$ cat src/rtl/rx_buffer_pkg.sv
// Shared definitions for two-phase link blocks: flit width and the
// output-channel FSM state encoding.
`ifndef SIZE
`define SIZE 8
`endif

package rx_buffer_pkg;

  localparam int DATA_W = `SIZE;

  typedef enum logic {
    IDLE = 1'b0,
    WAIT = 1'b1
  } out_state_e;

endpackage

$ cat src/rtl/rx_buffer_fifo_mem.sv
// Flit storage for rx_buffer: one synchronous write port, one combinational
// read port. Contents are deliberately not reset.
`ifndef SIZE
`define SIZE 8
`endif

module fifo_mem
  import rx_buffer_pkg::*;
#(
  parameter int DEPTH = 4,
  parameter int WIDTH = DATA_W,
  parameter int AW    = $clog2(DEPTH)
) (
  input  logic             clk,
  input  logic             wr_en,
  input  logic [AW-1:0]    wr_addr,
  input  logic [WIDTH-1:0] wr_data,
  input  logic [AW-1:0]    rd_addr,
  output logic [WIDTH-1:0] rd_data
);

  logic [WIDTH-1:0] mem_q [DEPTH];
  logic [WIDTH-1:0] mem_d [DEPTH];

  always_comb begin
    mem_d = mem_q;
    if (wr_en) begin
      mem_d[wr_addr] = wr_data;
    end
  end

  always_ff @(posedge clk) begin
    mem_q <= mem_d;
  end

  assign rd_data = mem_q[rd_addr];

endmodule

$ cat src/rtl/rx_buffer.sv
// Receive stage for a two-phase link: buffers incoming flits and re-issues
// them to the router over a second two-phase channel, one transfer at a time.
`ifndef SIZE
`define SIZE 8
`endif

module rx_buffer
  import rx_buffer_pkg::*;
#(
  parameter int    DEPTH = 4,
  parameter int    id    = -1,
  parameter string port  = "unknown"
) (
  input  logic                   clk,
  input  logic                   reset,
  input  logic                   req_in,
  input  logic [DATA_W-1:0]      data_in,
  output logic                   ack_in,
  output logic                   req_out,
  output logic [DATA_W-1:0]      data_out,
  input  logic                   ack_out,
  output logic [$clog2(DEPTH):0] count
);

  localparam int AW = $clog2(DEPTH);
  localparam int CW = AW + 1;
  localparam logic [CW-1:0] FULL_CNT = CW'(DEPTH);
  localparam logic [CW-1:0] CNT_ONE  = CW'(1);
  localparam logic [AW-1:0] PTR_ONE  = AW'(1);

  out_state_e        state_q, state_d;
  logic              ack_in_q, ack_in_d;
  logic              req_out_q, req_out_d;
  logic [DATA_W-1:0] data_out_q, data_out_d;
  logic [CW-1:0]     count_q, count_d;
  logic [AW-1:0]     wr_ptr_q, wr_ptr_d;
  logic [AW-1:0]     rd_ptr_q, rd_ptr_d;
  logic [DATA_W-1:0] rd_data;
  logic              pending, full, push, pop;

  fifo_mem #(
    .DEPTH (DEPTH),
    .WIDTH (DATA_W)
  ) u_mem (
    .clk     (clk),
    .wr_en   (push),
    .wr_addr (wr_ptr_q),
    .wr_data (data_in),
    .rd_addr (rd_ptr_q),
    .rd_data (rd_data)
  );

  // Full is judged on the occupancy before this cycle's pop, so a freed slot
  // only becomes usable on the following edge.
  always_comb begin
    pending = req_in ^ ack_in_q;
    full    = (count_q == FULL_CNT);
    push    = pending && !full;
    pop     = 1'b0;
    state_d = state_q;
    case (state_q)
      IDLE: begin
        if (count_q != '0) begin
          pop     = 1'b1;
          state_d = WAIT;
        end
      end
      WAIT: begin
        if (ack_out == req_out_q) begin
          if (count_q != '0) begin
            pop = 1'b1;
          end else begin
            state_d = IDLE;
          end
        end
      end
    endcase

    ack_in_d   = ack_in_q ^ push;
    req_out_d  = req_out_q ^ pop;
    data_out_d = pop ? rd_data : data_out_q;
    wr_ptr_d   = push ? wr_ptr_q + PTR_ONE : wr_ptr_q;
    rd_ptr_d   = pop ? rd_ptr_q + PTR_ONE : rd_ptr_q;
    count_d    = count_q;
    if (push && !pop) begin
      count_d = count_q + CNT_ONE;
    end else if (pop && !push) begin
      count_d = count_q - CNT_ONE;
    end
  end

  always_ff @(posedge clk or posedge reset) begin
    if (reset) begin
      state_q    <= IDLE;
      ack_in_q   <= 1'b0;
      req_out_q  <= 1'b0;
      data_out_q <= '0;
      count_q    <= '0;
      wr_ptr_q   <= '0;
      rd_ptr_q   <= '0;
    end else begin
      state_q    <= state_d;
      ack_in_q   <= ack_in_d;
      req_out_q  <= req_out_d;
      data_out_q <= data_out_d;
      count_q    <= count_d;
      wr_ptr_q   <= wr_ptr_d;
      rd_ptr_q   <= rd_ptr_d;
    end
  end

  // Overflow and underflow cannot happen in a correct design; flag them.
  always_ff @(posedge clk) begin
    if (!reset) begin
      assert (!(push && full))
        else $error("rx_buffer %s (router %0d): push into full FIFO", port, id);
      assert (!(pop && (count_q == '0)))
        else $error("rx_buffer %s (router %0d): pop from empty FIFO", port, id);
    end
  end

  assign ack_in   = ack_in_q;
  assign req_out  = req_out_q;
  assign data_out = data_out_q;
  assign count    = count_q;

endmodule

$ cat config.mk
export PLATFORM = sky130hd
export DESIGN_NAME = rx_buffer
export DESIGN_NICKNAME = d
export VERILOG_FILES = /design/src/rtl/rx_buffer_pkg.sv /design/src/rtl/rx_buffer_fifo_mem.sv /design/src/rtl/rx_buffer.sv
export SDC_FILE = /design/constraint.sdc
export NUM_CORES = 1
export LEC_CHECK = 0
export CELL_PAD_IN_SITES_DETAIL_PLACEMENT = 0
export CELL_PAD_IN_SITES_GLOBAL_PLACEMENT = 1
export CORE_MARGIN = 2
export CORE_UTILIZATION = 53
export CTS_BUF_LIST = sky130_fd_sc_hd__clkbuf_2 sky130_fd_sc_hd__clkbuf_4 sky130_fd_sc_hd__clkbuf_8
export CTS_CLUSTER_SIZE = 12
export DETAILED_ROUTE_END_ITERATION = 10
export MAX_ROUTING_LAYER = met4
export PLACE_DENSITY_LB_ADDON = 0.1
export REMOVE_ABC_BUFFERS = 1
export SETUP_SLACK_MARGIN = 0.15
export SLEW_MARGIN = 25
export SYNTH_ARGS = -nofsm -noshare
export SYNTH_HDL_FRONTEND = slang
export SYNTH_SLANG_ARGS = --single-unit
$ cat constraint.sdc
create_clock -name clk -period 3.5 [get_ports clk]
set_input_delay 0.7 -clock clk [delete_from_list [all_inputs] [get_ports clk]]
set_output_delay 0.7 -clock clk [all_outputs]
set_load 0.05 [all_outputs]
* Yosys cells after proc, flatten, opt, wreduce, memory -nomap -nowiden *
Cells that the tools add are included.

cells by class
  add/subtract/negate cells = 4
  order comparisons = 3
  equality and inequality tests = 2
  muxes and demuxes = 13
  bitwise operators = 6
  reduce and logical (&&, ||, !) cells = 9

operators by type and width
  kind                                                       count
  bitwise mux 32 bit                                         1
  2-to-1 mux 8 bit                                           3
  binary-select mux 8 bit (select 2 bit)                     1
  demux 8 bit (select 2 bit)                                 1
  greater-or-equal comparator 3 bit (second input constant)  2
  2-to-1 mux 3 bit                                           2
  NOT 2 -> 3 bit                                             2
  adder 2 x 1 -> 2 bit (second input constant)               2
  logical AND 1 bit                                          4
  case mux 1 bit (2 select lines)                            2
  adder 3 x 1 -> 3 bit (second input constant)               1
  equality test 3 bit (second input constant)                1
  logical NOT 1 bit                                          3
  < comparator 3 x 1 -> 1 bit (second input constant)        1
  2-to-1 mux 1 bit                                           3
  nonzero test 3 bit                                         1
  subtractor 3 x 1 -> 3 bit (second input constant)          1
  bitwise XOR 1 bit                                          3
  nonzero test 2 bit                                         1
  equality test 1 bit                                        1
  NOT 1 bit                                                  1

storage, ports and cells
  bits in registers = 50
  input bits = 12
  output and inout port bits = 13
  logic and storage cells = 48

* Depth between registers and ports, before layout *
  depth after elaboration = 7
  depth in mapped cells = 10
  gate-level depth less buffers = 9

* By module *
Synthesis repeated with hierarchy kept, for this count alone.

second synthesis, totals
  cell total of the unflattened synthesis = 103
  area, all modules = 1980.6 µm²

modules (own cells, without submodules)
  module     instances  cells an instance  area each (µm²)  sequential area each (µm²)
  fifo_mem   1          46                 1188.6           960.9
  rx_buffer  1          57                 792.0            450.4

* Worst setup path after synthesis *
Ideal clock, no wire load.

  kind = in2reg
  start point = input ack_out
  end point = register count_q[1], in the netlist count[1]
  setup time = 0.125 ns
  arrival = 2.178 ns
  data required time = 3.375 ns
  path slack = 1.197 ns
  cell stages on the path = 8
  path buffers = 1
  cells stage by stage = xor2_1 > a21oi_2 > buf_6 > inv_1 > ha_1 > inv_1 > fa_1 > mux2_2

on the way
  word-level cells in the longest chain between the ends = 6
  elaborated cells between the ends (all ways) = 8
  classes of those cells = eq/ne: 1; mux: 3; reduce/logical: 4

RTL lines
  element                          line              text
  start, declared                  rx_buffer.sv:21   input logic ack_out,
  equality test 1 bit              rx_buffer.sv:69   if (ack_out == req_out_q) begin
  2-to-1 mux 1 bit                 rx_buffer.sv:69
  case mux 1 bit (2 select lines)  rx_buffer.sv:61   case (state_q)
  logical NOT 1 bit                rx_buffer.sv:85   if (push && !pop) begin
  logical AND 1 bit                rx_buffer.sv:85
  2-to-1 mux 3 bit                 rx_buffer.sv:85
  via count_d[1]                   rx_buffer.sv:35   logic [CW-1:0] count_q, count_d;
  end signal, assigned             rx_buffer.sv:106  count_q <= count_d;
  end, declared                    rx_buffer.sv:35

The timed path passes the listed nets, and every way through them passes these cells.
A chain may end at the register's enable or synchronous reset.

* Final worst setup path *
  start point = input ack_out
  end point = register count_q[2], in the netlist count[2]

on the way
  word-level cells in the longest chain between the ends = 6
  elaborated cells between the ends (all ways) = 8
  classes of those cells = eq/ne: 1; mux: 3; reduce/logical: 4

RTL lines
  element                                                 line
  equality test 1 bit *                                   rx_buffer.sv:69
  2-to-1 mux 1 bit *                                      rx_buffer.sv:69
  case mux 1 bit (2 select lines) *                       rx_buffer.sv:61
  logical NOT 1 bit                                       rx_buffer.sv:85
  logical AND 1 bit                                       rx_buffer.sv:85
  2-to-1 mux 3 bit or nonzero test 2 bit (tied branches)  n/a

Every way passes the cells marked *; elsewhere a longest branch is shown, timed or not.

==> summary.md <==
| Metric | Value |
|---|---|
| Status | `complete, no violations` |
| I/O Pins | `25` |
| Period utilisation layout | `0.694` |
| GPL Wtd Cong | `0.739` |
| Setup TNS | `0 ns` |
| Arr. time, crit path | `~2.7 ns` |
| Worst Path Class, Setup | `input pin to register` |
| Initial DRT Pass Iterations | `3` |
| Hold buffer count at cts | `0` |
| Final hold vios | `0` |
| Seq/Total Area, Yosys | `0.695` |
| First-pass GRT wire length | `5130 um` |
| Routed Wire Length | `around 3100 um` |
| Crit path time final | `about 2.4 ns` |
| Startpoint types | `input pin` |
| Synth async-reset ratio | `0.360` |
| Worst Max-Slew Pin Slew | `0.719 ns` |
| Drt via density | `5.17` |
| Post-detail-place hpwl | `between 2000 and 2500 um` |
| Worst Skew | `0.0118 ns` |
| Combinational share of power | `0.444` |
| Fmax | `approximately 400 MHz` |
| FF-to-FF setup slack | `roughly 1.5 ns` |
| Area growth syn-to-layout | `19.4%` |
| # fillers | `roughly 270` |
| Overflow after GRT | `0` |
| Leak | `0.915 nW` |
| Max_slew headroom | `0.520` |
| Final Max Tran Viols | `0` |
| Core area | `about 0.0037 mm2` |
| P_int | `~1.6 mW` |
| Layout cells sized above 1 | `0.228` |
| Hold_sp | `data_out[6]` |
| R2r startpoint | `count[0]` |
| Initial core utilization | `0.555` |
| Mapped Cells | `about 110` |
| Number of port buffers | `24` |
| Final Util | `0.662` |
| Yosys cell types | `18` |
| Post-synth top flop | `edfxtp_1` |
| CTS tree | `done` |
| Worst setup EP type | `register` |
| CP max FO | `3` |
| Row count | `22` |
| Max-cap violations | `0` |
| Die height | `65.9 um` |
| CP Data Required Time | `3.73 ns` |
| RSZ-0062 raised after global routing | `false` |
| Later-pin clock latency in the skew report | `0.30 ns` |
| Hold slack | `0.517 ns` |
| NetSw | `approximately 0.9 mW` |
| Switching share of power | `0.368` |
| Clock power frac | `0.160` |
| Number of global-route vias before repair | `1035` |
| Hold depth | `1` |
| Initial drt markers | `30` |
| Post-route ant nets | `0` |
| Max clock buf depth | `2` |
| Clock transition at path regs | `around 0.090 ns` |
| Clock sink count | `50` |
| VDD IR-drop max | `0.503 mV` |
| Number of synthesized flops with an enable pin | `32` |
| Initial antenna violation count | `0` |
| Yosys warns | `0` |
| DRC viols | `0` |
| Largest net degree at the start of global routing | `19` |
| Min-Delay Path Class | `register to register` |
| Power share of the sequential group | `0.396` |
| Antenna diodes | `0` |
| Resized cells post-CTS | `0` |
| Final layout net count | `153` |
| CTS H-Tree Depth | `2` |
| Total chip power | `2.51 mW` |
| R2r endpoint | `count[2]` |
| DIE WIDTH | `65.9 um` |
| Num CTS Buffers | `5` |
| Number of setup buffers added after CTS | `0` |
| Final setup viols | `0` |
| Cells on worst reg2reg path | `8` |
| Clk root buf | `clkbuf_8` |
| Die Area | `0.00434 mm2` |
| Via count | `roughly 950` |
| Cell Area, Synth | `0.00203 mm2` |
| Power density over the cells | `1030 mW/mm2` |
| WL/cell | `roughly 17 um` |
| Syn Area/Cell | `19.2 um2` |
| Worst hold endpoint | `data_out[6]` |
| Global-route usage over all layers | `0.176` |
| Number of synthesized register bits | `50` |
[sequential cells by signal, summed over array words and instances (netlist names), named ones only]
name         cells
req_out          1
data_out         8
wr_ptr_q         2
state_q          1
count            3
u_mem.mem_q     32
rd_ptr_q         2
[cells by family after synthesis]
group	synth area share
buffers and inverters	0.0240
AO/OA/AOI/OAI	0.0123
flip-flops	0.695
XOR/XNOR	0.0388
multiplexers	0.163
AND/OR/NAND/NOR	0.0265
adder cells (fa/ha/maj)	0.0407
[cell usage in the layout (no fill, tap or decap)]
cell type,count
nand2_1,3
inv_6,1
ha_1,5
a211oi_1,1
a21oi_2,2
fa_1,1
inv_1,6
xor2_1,5
clkdlybuf4s50_1,24
buf_4,1
bufinv_16,1
mux2_4,7
nor3_2,1
nor2_1,2
clkinv_2,1
mux4_2,8
edfxtp_1,32
clkbuf_8,5
and2_1,4
dfrtp_1,18
xnor2_1,4
mux2_2,4
[layer usage]
layer,global-route usage,vias up,share of wire
met4,0.0625,0,0.015
li1,-,445,-
met2,0.289,20,0.53
met3,0.0511,6,0.040
met5,-,-,0
met1,0.209,480,0.42
[layout make-up]
type                       count  area, um2  area share
inverter                       6       22.5     0.00929
sequential                    50       1410       0.582
clock inverter                 3       43.8      0.0181
timing repair buffer          25        248       0.102
multi-input combinational     47        571       0.235
clock buffer                   5       68.8      0.0284
tap                           48       60.1      0.0248
[worst max path at each step]
stage,cells past startpoint,end,slack [ns],start
finish,10,count[2],1.07,ack_out
detailed placement,10,count[2],0.74,ack_out
global placement,10,count[2],0.80,ack_out
global route,10,count[2],0.93,ack_out
CTS,10,count[2],1.05,ack_out
floorplan,7,count[1],0.96,ack_out
[power by group through the flow]
stage	clock network, mW	registers [mW]	logic (mW)
final	0.400	0.993	1.11
after CTS	0.415	1.00	1.13
after global placement	0	1.00	1.11
after detailed placement	0	1.01	1.13
after global routing	0.434	1.03	1.21
after floorplan	0	1.24	0.577
[Yosys cell counts, types with 3 or more instances]
library cell	count	area share
xor2_1	5	0.022
edfxtp_1	32	0.47
and2_1	4	0.012
mux2_2	4	0.022
inv_1	6	0.011
nand2_1	3	0.0055
dfrtp_1	18	0.22
mux2_4	7	0.052
xnor2_1	4	0.017
ha_1	5	0.031
mux4_2	8	0.089
[through the flow]
step	instance area, um2	setup WS [ns]	instances
6_report	2420	1.07	184
5_1_grt	2420	0.929	184
4_1_cts	2420	1.05	184
3_5_place_dp	2310	0.736	176
3_3_place_gp	2310	0.804	176
2_1_floorplan	2000	0.961	103
[worst max-delay path, cell delays in order]
cell             delay (ns)
clkdlybuf4s50_1        0.47
xor2_1                 0.27
a21oi_2                0.10
inv_1                  0.07
ha_1                   0.18
inv_1                  0.06
fa_1                   0.37
xor2_1                 0.17
nor2_1                 0.11
xor2_1                 0.15
Power figures use the tool's default switching activity.
